### config.mk
export PLATFORM = sky130hd
export DESIGN_NAME = skl_32_sub_seq_8
export DESIGN_NICKNAME = d
export VERILOG_FILES = /design/src/rtl/skl_32_sub_seq_8.sv
export SDC_FILE = /design/constraint.sdc
export NUM_CORES = 1
export LEC_CHECK = 0
export ABC_AREA = 1
export ABC_CLOCK_PERIOD_IN_PS = 2500
export CORE_UTILIZATION = 55
export DETAILED_ROUTE_END_ITERATION = 10
export PLACE_DENSITY_LB_ADDON = 0.25
export SYNTH_ARGS = -nofsm -noshare
export SYNTH_HDL_FRONTEND = slang
export SYNTH_SLANG_ARGS = --single-unit
### constraint.sdc
create_clock -name clk -period 2.5 [get_ports clk]
set_input_delay 0.375 -clock clk [delete_from_list [all_inputs] [get_ports clk]]
set_output_delay 0.375 -clock clk [all_outputs]
set_load 0.02 [all_outputs]
### src/rtl/skl_32_sub_seq_8.sv
// Sequential subtractor: x1 - x2 - bin, one BLOCK-bit slice per clock through a
// single Sklansky prefix adder computing x1 + ~x2 + ~borrow.
module skl_32_sub_seq_8 #(
  parameter  int WIDTH = 32,
  parameter  int BLOCK = 8,
  localparam int NBLK  = WIDTH / BLOCK
) (
  input  logic             clk,
  input  logic             rst,
  input  logic             start,
  input  logic [WIDTH-1:0] x1,
  input  logic [WIDTH-1:0] x2,
  input  logic             bin,
  output logic             busy,
  output logic             done,
  output logic [WIDTH-1:0] s,
  output logic             bout,
  output logic             ovf
);

  localparam int LVL  = $clog2(BLOCK);
  localparam int IDXW = (NBLK > 1) ? $clog2(NBLK) : 1;

  typedef enum logic [1:0] {S_IDLE, S_RUN, S_DONE} state_t;

  state_t           state_q, state_d;
  logic [WIDTH-1:0] x1_q, x1_d, x2_q, x2_d, work_q, work_d, s_q, s_d;
  logic [IDXW-1:0]  idx_q, idx_d;
  logic             c_q, c_d, sx1_q, sx1_d, sx2_q, sx2_d;
  logic             bout_q, bout_d, ovf_q, ovf_d;

  // Slice core: operands shift right each cycle, so the active slice is always the low BLOCK bits.
  logic [BLOCK-1:0] a_sl, b_sl, g_sl, p_sl, gg, pp, sum_sl;
  logic [BLOCK:0]   cy;
  int               j;

  always_comb begin
    a_sl = x1_q[BLOCK-1:0];
    b_sl = ~x2_q[BLOCK-1:0];
    g_sl = a_sl & b_sl;
    p_sl = a_sl ^ b_sl;
    gg   = g_sl;
    pp   = p_sl;
    j    = 0;
    // Sklansky levels; the partner index never has bit l set, so in-place update is safe.
    for (int l = 0; l < LVL; l++) begin
      for (int i = 0; i < BLOCK; i++) begin
        if (((i >> l) & 1) == 1) begin
          j     = ((i >> l) << l) - 1;
          gg[i] = gg[i] | (pp[i] & gg[j]);
          pp[i] = pp[i] & pp[j];
        end
      end
    end
    cy[0] = c_q;
    for (int i = 0; i < BLOCK; i++) begin
      cy[i+1] = gg[i] | (pp[i] & c_q);
    end
    sum_sl = p_sl ^ cy[BLOCK-1:0];
  end

  always_comb begin
    state_d = state_q;
    x1_d    = x1_q;
    x2_d    = x2_q;
    work_d  = work_q;
    idx_d   = idx_q;
    c_d     = c_q;
    sx1_d   = sx1_q;
    sx2_d   = sx2_q;
    s_d     = s_q;
    bout_d  = bout_q;
    ovf_d   = ovf_q;
    case (state_q)
      S_IDLE: begin
        if (start) begin
          x1_d    = x1;
          x2_d    = x2;
          sx1_d   = x1[WIDTH-1];
          sx2_d   = x2[WIDTH-1];
          c_d     = ~bin;
          idx_d   = '0;
          work_d  = '0;
          state_d = S_RUN;
        end
      end
      S_RUN: begin
        x1_d   = x1_q >> BLOCK;
        x2_d   = x2_q >> BLOCK;
        c_d    = cy[BLOCK];
        work_d = {sum_sl, work_q[WIDTH-1:BLOCK]};
        idx_d  = idx_q + IDXW'(1);
        if (idx_q == IDXW'(NBLK - 1)) begin
          // Results are registered on the edge entering DONE so they show during DONE.
          idx_d   = '0;
          s_d     = {sum_sl, work_q[WIDTH-1:BLOCK]};
          bout_d  = ~cy[BLOCK];
          ovf_d   = (sx1_q ^ sx2_q) & (sum_sl[BLOCK-1] ^ sx1_q);
          state_d = S_DONE;
        end
      end
      S_DONE: begin
        state_d = S_IDLE;
      end
      default: begin
        state_d = S_IDLE;
      end
    endcase
  end

  always_ff @(posedge clk) begin
    if (rst) begin
      state_q <= S_IDLE;
      x1_q    <= '0;
      x2_q    <= '0;
      work_q  <= '0;
      idx_q   <= '0;
      c_q     <= 1'b0;
      sx1_q   <= 1'b0;
      sx2_q   <= 1'b0;
      s_q     <= '0;
      bout_q  <= 1'b0;
      ovf_q   <= 1'b0;
    end else begin
      state_q <= state_d;
      x1_q    <= x1_d;
      x2_q    <= x2_d;
      work_q  <= work_d;
      idx_q   <= idx_d;
      c_q     <= c_d;
      sx1_q   <= sx1_d;
      sx2_q   <= sx2_d;
      s_q     <= s_d;
      bout_q  <= bout_d;
      ovf_q   <= ovf_d;
    end
  end

  assign busy = (state_q != S_IDLE);
  assign done = (state_q == S_DONE);
  assign s    = s_q;
  assign bout = bout_q;
  assign ovf  = ovf_q;

endmodule

==> metrics, run 1 <==
crit path DAT=approximately 1.7 ns; Seq pwr share=approximately 43%; Yosys top cell area share=around half; reg2reg setup slack=0.59 ns; part of the Yosys area used for sequential elements=approximately 49%; Netlist cell types=32; Comb pwr share=14.1%; Setup TNS Final=0 ns; Initial DRC Count=around 380; fin nets=approximately 850; final WL=between 10000 and 15000 microns; asr flop ratio synth=0%; fin crit period=2.119 ns; Initial Util=a little under three fifths; CTS Buf Count=17; hold wc startpoint=x2[28]; die height=~100 microns; total grt overflow=0; worst r2r src=state_q[0]; Max clock buf depth=2; Port Buffer Count=roughly 100; share of cells above drive strength 1=about 6.7%; CP bufs+invs=2; largest net degree at the start of global routing=a little under 100; most numerous cell in the Yosys netlist=nand2_1; antenna-violating nets left=0; crit path capture type=output pin; Post-synth EDFFs=0; worst hold path type=in -> reg; post-DR vias/cell=between 5 and 6; CP peak stage delay=approximately 0.59 ns; vias=slightly below 5000; Core Box Area=around 9300 sq um; worst r2r path cells=5; First-pass DRT Iterations=5; multi-input logic area=approximately 2300 sq um; DRC viols=0; Die W=99.96 microns; H-tree Lvls=4; main area contributors after synthesis=dfxtp_1, nand2_1, a21oi_1; Crit Path Category=reg -> out; worst skew pair latency=~0.53 ns; Net Sw Frac=approximately 29%; Avg WL per Cell=around 14 microns; area grow syn2layout=29.35%; post-CTS sizing=0; CTS tree=yes; hold path cells=3; first-pass GRT wire length=around 21000 microns; Placement Rows=35; Root Driver=clkbuf_8; Slew headroom=around half; Commonest cells post-synth=nand2_1, dfxtp_1, a21oi_1, o21ai_0, a31oi_1; DP Wirelength=~8400 microns; clock share of power=between 40% and 50%; max cap viols=0; WP data required=around 2.1 ns; vias in the first global route=4524; DP Cell Count=a little under 900; Post-synth top flop=dfxtp_1; crit-path cells=nor2_2 > inv_1 > clkdlybuf4s50_1; Mapped Avg Cell Area=~7.6 sq um; terminus of the critical flop-to-flop path=x2_q[21]; internal cell power=around 3800 uW; Final Cycle Share=between 80% and 90%; fin cells=just over 900; Synth Cell Area=roughly 5300 sq um; Hold Violations, Final=0; Startpoint Class=register; Slew @ Worst Pin=just over 0.7 ns; FF+latch area=between 2000 and 3000 sq um; Synth Instances=approximately 690; clock-pin slew on the worst setup and hold paths=approximately 0.060 ns; Die Area=9991 sq um; Post-CTS Setup Bufs=0; Hold Crit Endpoint=x2_q[28]; unrepaired setup endpoints after global routing=false; Synth Net Count=between 700 and 800; P_sw=roughly 1500 uW; Final GP Congestion=0.8728; maximum VDD drop=~0.00043 V; Crit. path cell count=3; CTS Sinks=around 130; Slew Viols, Final=0; Syn. warnings=0; Max stage delay cell, worst path=clkdlybuf4s50_1; cts-stage hold buffer count=0; leakage=0.002699 uW; Total Power=about 5300 uW; synthesis-stage register bit count=approximately 130; diode count=0; power per cell area=~770 nW/um^2; Total GRT Usage=~28%; Worst Skew=~0.011 ns; Max Freq=approximately 470 MHz; initial antenna violation count=0; status=completed; Top-Level Pins=between 100 and 150; Worst path top cell family by delay=buffers and inverters; post-synth top area cell=dfxtp_1; # fillers=about 700; Crit Path Max Fanout=3; final setup vio count=0
cells in the final DEF (no fill, tap or decap), drive strengths merged:
cell type	count
a31oi	48
ha	9
buf	7
o31ai	1
nand3b	1
nand2	252
clkinvlp	4
nand3	31
o21ai	53
a21oi	60
o211ai	3
o21bai	1
dfxtp	129
nor2	10
fa	1
o21a	2
clkbuf	18
xnor2	4
o22ai	1
clkinv	4
or2	2
clkdlybuf4s50	102
inv	39
nand4	4
through the flow:
| stage | instance area (sq um) | hold slack [ns] | util (%) | worst slack (ns) |
|---|---|---|---|---|
| detailed placement | 6282 | 0.4531 | 67.67 | 0.6328 |
| floorplan | 5278 | 0.4290 | - | 0.9766 |
| CTS | 6827 | 0.4019 | 73.53 | 0.3740 |
| global placement | 6282 | 0.4494 | 67.67 | 0.6858 |
| global route | 6827 | 0.4158 | 73.53 | 0.3303 |
| finish | 6827 | 0.4169 | 73.53 | 0.3814 |
state kept, by name (all words and copies together), names as in the netlist:
| signal | cells |
|---|---|
| sx2_q | 1 |
| idx_q | 2 |
| ovf | 1 |
| state_q | 2 |
| s | 32 |
| c_q | 1 |
| sx1_q | 1 |
| work_q | 24 |
| bout | 1 |
| x2_q | 32 |
| x1_q | 32 |
worst reg2reg max path, delay by kind of cell, from the launching register on:
kind,cells,cell delay [ns]
AO/OA/AOI/OAI,1,0.24
buffers and inverters,2,0.72
flip-flops,1,0.47
AND/OR/NAND/NOR,2,0.40
worst max path at each step:
stage                           from  slack, ns         end
final                     state_q[0]       0.38        busy
after global routing      state_q[0]       0.33        busy
after CTS                 state_q[0]       0.37        busy
after detailed placement  state_q[0]       0.63       s[28]
after global placement         start       0.69  state_q[0]
after floorplan              x2_q[2]       0.98         c_q
power by group through the flow:
stage,clock network (uW),registers (uW),logic [uW]
after floorplan,0,2280,516
after global routing,2370,2290,834
after detailed placement,0,2310,734
after global placement,0,2310,714
final,2260,2270,745
after CTS,2270,2270,744
per-layer routing:
layer	global-route usage [%]	vias to the layer above	part of all wire [%]
met5	0	-	0
met4	9.842	0	1.8
met3	7.799	23	6.4
met2	43.66	165	47
met1	36.13	2208	45
li1	-	2457	-
cell families (layout without fill, tap and decap cells):
kind of cell / after synthesis / after routing / share of synthesized area [%]
buf+inv: 80 / 174 / 6.946
flops: 129 / 129 / 48.93
simple gates: 300 / 300 / 23.42
xor+xnor: 4 / 4 / 0.6638
fa+ha+maj: 10 / 10 / 2.513
compound gates: 169 / 169 / 17.52
cell type report:
type	instances	area share, %
Sequential cell	129	37.83
Clock buffer	18	6.268
Timing Repair Buffer	109	15.87
Tap cell	129	2.364
Inverter	33	1.851
Clock inverter	14	1.705
Multi-Input combinational cell	483	34.11
(Power assumes the default switching activity.)
==> run 2, diff against run 1 <==
--- a/config.mk
+++ b/config.mk
@@ -6,8 +6,8 @@
 export NUM_CORES = 1
 export LEC_CHECK = 0
 export ABC_AREA = 1
-export ABC_CLOCK_PERIOD_IN_PS = 2500
-export CORE_UTILIZATION = 55
+export ABC_CLOCK_PERIOD_IN_PS = 2020
+export CORE_UTILIZATION = 51
 export DETAILED_ROUTE_END_ITERATION = 10
 export PLACE_DENSITY_LB_ADDON = 0.25
 export SYNTH_ARGS = -nofsm -noshare
==> constraint.sdc (replaced) <==
create_clock -name clk -period 2.02 [get_ports clk]
set_input_delay 0.303 -clock clk [delete_from_list [all_inputs] [get_ports clk]]
set_output_delay 0.303 -clock clk [all_outputs]
set_load 0.02 [all_outputs]
==> run 2 against run 1 <==
Clock skew is 0.0037 ns lower. Utilization is 3.9 points lower. Clock power grew 30%. Sequential share of layout area shrank 0.38 points. Global-route usage is 1.1 points lower. Setup slack got worse by 0.28 ns. Critical endpoint is now done. Largest cell class unchanged. Largest power group is now clock.
==> metrics, run 2 (synthesis gave the netlist of run 1 again) <==
maximum VDD drop=0.0005328 V (+25%); unrepaired setup endpoints after global routing=false; post-DR vias/cell=5.482 (+3.4%); worst skew pair latency=0.52 ns (about the same); diode count=0 (unchanged); Port Buffer Count=103 (unchanged); CTS tree=yes; die height=103.7 microns (+3.8%); fin crit period=1.923 ns; antenna-violating nets left=0 (unchanged); Final GP Congestion=0.8793 (+0.74%); DR top layer=met4; status=completed; Worst Skew=0.006880 ns (-0.003656 ns); CP peak stage delay=0.60 ns (about the same); Root Driver=clkbuf_8; Final WS setup=0.09701 ns (-0.2844 ns); Slew @ Worst Pin=0.7069 ns (-0.01928 ns); FF+latch area=2584 sq um (about the same); Area after DPL=6322 sq um (+0.64%); Slew Viols, Final=0 (unchanged); vias=5054 (+4.1%); DRC viols=0 (unchanged); final WL=13760 microns (+5.1%); Max clock buf depth=2 (unchanged); Total GRT Usage=26.48% (-1.1 points); total grt overflow=0 (unchanged); Max Freq=520.0 MHz; Slew headroom=52.80% (+1.2 points); # fillers=789 (+12%); crit-path cells=inv_1 > nor2_1 > clkdlybuf4s50_1; Max stage delay cell, worst path=clkdlybuf4s50_1; Die Area=10760 sq um (+7.7%); Crit Path Max Fanout=2 (-1); final setup vio count=0 (unchanged); fin nets=854 (+0.35%); Crit Path Category=reg -> out; largest net degree at the start of global routing=73 (-26%); Hold Violations, Final=0 (unchanged); Die W=103.7 microns (+3.8%); CTS Buf Count=17 (unchanged); multi-input logic area=2328 sq um (unchanged); Total Power=6698 uW (+27%); commonest cells after routing, fill and taps aside=nand2_1, dfxtp_1, clkdlybuf4s50_1; met2 wire len=6613 microns (+7.9%); vias in the first global route=4847 (+7.1%); Post-CTS Setup Bufs=0 (unchanged); share of cells above drive strength 1=7.098% (+0.35 points); Top-Level Pins=104 (unchanged); CTS Sinks=129 (unchanged); H-tree Lvls=4 (unchanged); First-pass DRT Iterations=5 (unchanged); Initial DRC Count=297 (-22%); Core Box Area=9910 sq um (+6.7%); Startpoint Class=register; WL met3=814 microns (-3.6%); DP Wirelength=9082 microns (+8.5%); final core occ=69.62% (-3.9 points); met1 WL=5964 microns (+1.4%); worst hold path type=in -> reg; leakage=0.002726 uW (+1.0%); commonest non-fill, non-tap cell in the layout=nand2_1; post-route design area=6899 sq um (+1.1%); Final Cycle Share=95.20%; power per cell area=970.9 nW/um^2 (+26%); crit path DAT=1.62 ns (-0.12 ns); area grow syn2layout=30.73%; clock-pin slew on the worst setup and hold paths=0.06 ns (about the same); Placement Rows=36 (+2.9%); initial antenna violation count=0 (unchanged); CP bufs+invs=2 (unchanged); Initial Util=53.26% (-3.6 points); Worst path top cell family by delay=buffers and inverters; WP data required=1.72 ns (-0.40 ns); Setup TNS Final=0 ns (unchanged); first-pass GRT wire length=22990 microns (+7.6%); Avg WL per Cell=14.93 microns (+4.3%); crit path capture type=output pin; pre-CTS setup slack=0.1593 ns (-0.4735 ns); max cap viols=0 (unchanged)
## run 2: cell types whose count changed in the layout (fill, tap and decap cells not counted), sizes merged
cell      previous run  this run
clkinv               4         5
bufinv               0         2
buf                  7        10
clkinvlp             4         5
inv                 39        35
## run 2: report_power, final
part           total [uW]  internal, uW  leakage (uW)  switching [uW]
Sequential           2820          2710       0.00106             111
Combinational         945           380       0.00140             565
Clock                2940          1770      0.000266            1160
## run 2: layout make-up
type                    instances  area share, %
clock buffers                  18          6.057
repair buffers                112          16.21
clock inverters                14          2.285
flip-flops and latches        129          37.45
well taps                     133          2.412
multi-input cells             483          33.75
inverters                      33          1.832
## run 2: path summary, 6_finish.rpt
kind / startpoint / end / slack, ns / cells past startpoint
setup / recovery: state_q[1] / done / 0.1 / 3
hold / removal: rst / state_q[0] / 0.33 / 3
setup reg to reg: state_q[1] / s[16] / 0.20 / 8
hold reg to reg: s[3] / s[3] / 0.46 / 2
## run 2: repair_timing
item / in CTS / in global routing
hold buffers: 0 / 0
setup endpoints to repair: 0 / 1
resized for setup: 0 / 1
hold endpoints to repair: 0 / 0
## run 2: per-stage QoR
| step | cells | hold slack (ns) |
|---|---|---|
| 2_1_floorplan | 692 | 0.4290 |
| 3_3_place_gp | 890 | 0.4462 |
| 3_5_place_dp | 890 | 0.4547 |
| 4_1_cts | 922 | 0.3132 |
| 5_1_grt | 922 | 0.3307 |
| 6_report | 922 | 0.3279 |
## run 2: routing by layer
metal  up-vias  global-route usage [%]
met1      2357                   34.11
met2       193                   43.43
met3        35                   5.601
met5         -                       0
li1       2469                       -
met4         0                   10.41
## run 2: tightest hold or removal path: stages
cell      delay, ns
buf_2          0.11
clkinv_1       0.22
o21a_1         0.17
